[src/rtl/bit_scan_pkg.sv]
// Shared types and set-bit picker for bit_scan_serializer.
// BIT_SCAN_MSB_FIRST_EN selects highest-set-bit-first order.
package bit_scan_pkg;

    typedef enum logic {
        IDLE = 1'b0,
        SCAN = 1'b1
    } state_t;

    localparam int MAXW = 64;

    function automatic int pick_first(
        input logic [MAXW-1:0] m,
        input int              w
    );
`ifdef BIT_SCAN_MSB_FIRST_EN
        for (int i = MAXW - 1; i >= 0; i--) begin
            if (i < w && m[i]) return i;
        end
`else
        for (int i = 0; i < MAXW; i++) begin
            if (i < w && m[i]) return i;
        end
`endif
        return 0;
    endfunction

endpackage

[src/rtl/bit_scan_serializer.sv]
// Emits the indices of set bits of each accepted mask, one per handshake.
// BIT_SCAN_MSB_FIRST_EN (see package) flips the emission order.
module bit_scan_serializer
    import bit_scan_pkg::*;
#(
    parameter  int WIDTH = 8,
    localparam int IDXW  = $clog2(WIDTH)
) (
    input  logic            clk,
    input  logic            rst,
    input  logic            in_valid,
    output logic            in_ready,
    input  logic [WIDTH-1:0] in_mask,
    output logic            out_valid,
    input  logic            out_ready,
    output logic [IDXW-1:0] out_idx,
    output logic [IDXW:0]   out_seq,
    output logic            out_last
);

    state_t           state_q, state_d;
    logic [WIDTH-1:0] work_q, work_d;
    logic [IDXW:0]    seq_q, seq_d;
    logic             accept;

    always_ff @(posedge clk) begin
        if (rst) begin
            state_q <= IDLE;
            work_q  <= '0;
            seq_q   <= '0;
        end else begin
            state_q <= state_d;
            work_q  <= work_d;
            seq_q   <= seq_d;
        end
    end

    // Ending mask hands in_ready straight through so a new one loads without a bubble
    always_comb begin
        out_valid = (state_q == SCAN);
        out_idx   = IDXW'(pick_first(MAXW'(work_q), WIDTH));
        out_seq   = seq_q;
        out_last  = $onehot(work_q);
        in_ready  = !out_valid || (out_ready && out_last);
    end

    always_comb begin
        state_d = state_q;
        work_d  = work_q;
        seq_d   = seq_q;
        accept  = in_valid && in_ready;
        unique case (state_q)
            IDLE: begin
                if (accept && |in_mask) begin
                    work_d  = in_mask;
                    seq_d   = '0;
                    state_d = SCAN;
                end
            end
            SCAN: begin
                if (out_ready) begin
                    if (!out_last) begin
                        work_d = work_q & ~(WIDTH'(1) << out_idx);
                        seq_d  = seq_q + (IDXW+1)'(1);
                    end else if (accept && |in_mask) begin
                        work_d = in_mask;
                        seq_d  = '0;
                    end else begin
                        work_d  = '0;
                        state_d = IDLE;
                    end
                end
            end
            default: state_d = IDLE;
        endcase
    end

endmodule

[config.mk]
export PLATFORM = sky130hd
export DESIGN_NAME = bit_scan_serializer
export DESIGN_NICKNAME = d
export VERILOG_FILES = /design/src/rtl/bit_scan_pkg.sv /design/src/rtl/bit_scan_serializer.sv
export SDC_FILE = /design/constraint.sdc
export NUM_CORES = 1
export LEC_CHECK = 0
export BUFFER_PORTS_ARGS = -buffer_cell sky130_fd_sc_hd__buf_2
export CORE_MARGIN = 1
export CORE_UTILIZATION = 25
export CTS_BUF_LIST = sky130_fd_sc_hd__clkbuf_2
export DETAILED_ROUTE_END_ITERATION = 7
export SLEW_MARGIN = 15
export SYNTH_ARGS = -nofsm -noshare
export SYNTH_HDL_FRONTEND = slang
export SYNTH_SLANG_ARGS = --single-unit
[constraint.sdc]
create_clock -name clk -period 6.6 [get_ports clk]
set_clock_uncertainty 0.1 [all_clocks]
set_input_delay 0.99 -clock clk [delete_from_list [all_inputs] [get_ports clk]]
set_output_delay 0.99 -clock clk [all_outputs]
set_load 0.03 [all_outputs]
==> metrics.md <==
| Metric | Value |
|---|---|
| Max Buffers Root-to-Sink | 2 |
| I/O pins | 22 |
| CP arrival | 3830 ps |
| Critical path's top delay family | adder cells |
| Syn nets | 125 |
| Ys flop type | dfxtp_1 |
| Worst Setup End Kind | primary output |
| Routed wire length | approximately 2.3 mm |
| Final ANT Viol Nets | 0 |
| Hold Violations, Final | 0 |
| Worst-Skew Late Latency | 280 ps |
| Row cnt | 21 |
| Post-synth cell types | 32 |
| CP max FO | 6 |
| CTS tree | done |
| Asr flop ratio synth | 0 |
| Largest net degree at the start of global routing | 12 |
| Total power | 0.288 mW |
| Reg-to-reg critical path endpoint | work_q[5]$_SDFFE_PP0P_ |
| Seq/Total Area, Yosys | 0.294 |
| Worst stage delay on the critical path | 550 ps |
| Reg-to-reg setup timing slack | 2430 ps |
| Antenna violations before repair | 0 |
| Resize count post-CTS | 0 |
| Area of all sequential standard cells | 260 µm² |
| Total GRT Usage | 0.138 |
| Req. time, crit path | 5510 ps |
| Die Ht | slightly above 60 µm |
| CTS Hold Bufs | 0 |
| Worst Setup Start Kind | flip-flop |
| Hold/Removal Path Class | flip-flop to flip-flop |
| Clock slew seen by the registers of the worst setup and hold paths | 140 ps |
| # clock sinks | 13 |
| Worst slew pin tran | roughly 550 ps |
| Status | finished clean |
| Worst Hold Margin | 454 ps |
| Leak | roughly 0.46 nW |
| Crit-path slowest cell | fa_1 |
| Design area | 1060 µm² |
| PD cells | between 200 and 300 nW/µm² |
| Die Footprint | 3790 µm² |
| VDD IR max | 148 µV |
| Worst path depth | 12 |
| Worst flop-to-flop path startpoint | work_q[0]$_SDFFE_PP0P_ |
| Final nets | 150 |
| Multi-input logic area | 562 µm² |
| First-pass iteration count of the detailed router | 4 |
| Clk root buf | clkbuf_2 |
| Number of buffers created by CTS | 3 |
| Post-CTS Setup Repair Bufs | 0 |
| Vias in the first global route | 858 |
| Slew HR | 0.632 |
| Fillers | roughly 390 |
| Grt total ovfl | 0 |
| Total of max-cap violations | 0 |
| DR vias | 869 |
| Number of remaining DRC errors | 0 |
| CP Cell Sequence | inv_1, fa_1, fa_1, fa_1, inv_1, ha_1, inv_1, fa_1, nand4b_1, o21a_1, o21ai_1, buf_2 |
| Final-report max-slew violation count | 0 |
| Port Buffers | 21 |
| Synth Instances | 105 |
| Worst Setup SP | work_q[0]$_SDFFE_PP0P_ |
| Worst Reg-to-Reg Cells | 13 |
| Crit path capture | in_ready |
| Total negative setup slack | 0 ps |
| Hpwl dp | 1.80 mm |
| H-tree depth | 1 |
| Die X | 61.5 µm |
| Syn Std Cell Area | roughly 890 µm² |
| First-pass GRT wire length | approximately 3.8 mm |
| WS Path Type | flip-flop to primary output |
| Placed inst area | about 1000 µm² |
| Final setup viols | 0 |
| Synthesis-stage register bit count | 13 |
| WP buf/inv | 4 |
| Initial Util | 0.263 |
| RSZ-0062 raised after global routing | false |
| Cell mode on critical path | fa_1 |
| CORE AREA | 3360 µm² |
| Placer's final routability congestion estimate | roughly 0.85 |
| Final worst path period share | 0.745 |
| Final Critical Period | slightly below 5000 ps |
| Vias/cell | about 5.0 |
| Yosys warnings | 0 |
| Share of layout cells above drive strength 1 | 0.225 |
| WL/cell | 12.9 µm |
| Diode count | 0 |
| Synthesis-to-layout area growth | 20.2% |
| Syn_area_per_cell | 8.44 µm² |
| Fmax | 0.203 GHz |
| Initial DRC Count | 31 |
| Post-synth EDFFs | 0 |
## metal layers
metal  part of all wire  GRT usage
met2               0.50      0.224
met5                  0          0
met1               0.43      0.167
met4                  0     0.0381
met3              0.077     0.0609
## kinds of logic after synthesis
family,count (synthesis),share of synthesized area
AO/OA/AOI/OAI,37,0.297
multiplexers,1,0.0113
AND/OR/NAND/NOR,29,0.179
buffers and inverters,17,0.0720
flip-flops,13,0.294
adder cells (fa/ha/maj),8,0.147
## per-stage QoR
stage                     worst slack [ps]  std cells  utilization
after floorplan                       2070        105            -
after global placement                2130        171        0.311
after detailed placement              2030        171        0.311
after CTS                             1670        175        0.317
after global routing                  1420        175        0.317
final                                 1680        175        0.317
## worst min-delay path by stage
stage / cells past startpoint / slack (ps) / from / end
floorplan: 1 / 390 / work_q[3]$_SDFFE_PP0P_ / work_q[3]$_SDFFE_PP0P_
global placement: 2 / 400 / out_seq[2]$_SDFFE_PP0P_ / out_seq[2]$_SDFFE_PP0P_
detailed placement: 1 / 430 / work_q[3]$_SDFFE_PP0P_ / work_q[3]$_SDFFE_PP0P_
CTS: 2 / 460 / out_seq[3]$_SDFFE_PP0P_ / out_seq[3]$_SDFFE_PP0P_
global route: 1 / 500 / work_q[3]$_SDFFE_PP0P_ / work_q[3]$_SDFFE_PP0P_
finish: 2 / 450 / out_seq[3]$_SDFFE_PP0P_ / out_seq[3]$_SDFFE_PP0P_
## where the power goes
part / internal, mW / switching, mW
clock network: 0.0137 / 0.0289
logic: 0.0512 / 0.0996
registers: 0.0853 / 0.00895
## state kept, by name, indices dropped and copies added (netlist names)
signal	count
out_seq	4
work_q	8
out_valid	1
## cell usage after synthesis, drive strengths merged, types with 2 or more instances
| cell | n | area, µm² |
|---|---|---|
| dfxtp | 13 | 260 |
| a32oi | 2 | 17.5 |
| nor3 | 3 | 15.0 |
| ha | 4 | 50.1 |
| fa | 4 | 80.1 |
| or4 | 2 | 18.8 |
| a31oi | 2 | 12.5 |
| inv | 16 | 60.1 |
| a21oi | 5 | 25.0 |
| a211oi | 2 | 15.0 |
| o22ai | 2 | 12.5 |
| nor4 | 2 | 12.5 |
| nor3b | 2 | 20.0 |
| nand4b | 2 | 17.5 |
| a32o | 7 | 70.1 |
| o21ai | 13 | 80.1 |
| nand3 | 2 | 10.0 |
| nand2 | 5 | 18.8 |
| nor2 | 9 | 33.8 |
## cell type report
cell class | count | share of cell area
sequential | 13 | 0.244
inverter | 16 | 0.0564
clock buffer | 3 | 0.0141
tap | 46 | 0.0541
timing repair buffer | 21 | 0.0987
multi-input combinational | 75 | 0.528
clock inverter | 1 | 0.00470
## cell usage in the layout (no fill, tap or decap), drive strengths merged
cell	Yosys	routed
buf	0	21
inv	16	16
dfxtp	13	13
o21ai	13	13
nor2	9	9
a32o	7	7
a21oi	5	5
nand2	5	5
fa	4	4
ha	4	4
nor3	3	3
clkbuf	1	3
nand4b	2	2
a31oi	2	2
nand3	2	2
a32oi	2	2
o22ai	2	2
a211oi	2	2
nor4	2	2
or4	2	2
nor3b	2	2
a21boi	1	1
nor2b	1	1
a21o	1	1
o21a	1	1
o211ai	1	1
mux2i	1	1
and3	1	1
clkinv	0	1
## worst register-to-register path, delay by kind of cell (launching register included)
family,cells,cell delay [ps]
AO/OA/AOI/OAI,3,680
adder cells (fa/ha/maj),5,2070
buffers and inverters,3,220
flip-flops,1,430
AND/OR/NAND/NOR,2,640
Power figures use the tool's default switching activity.
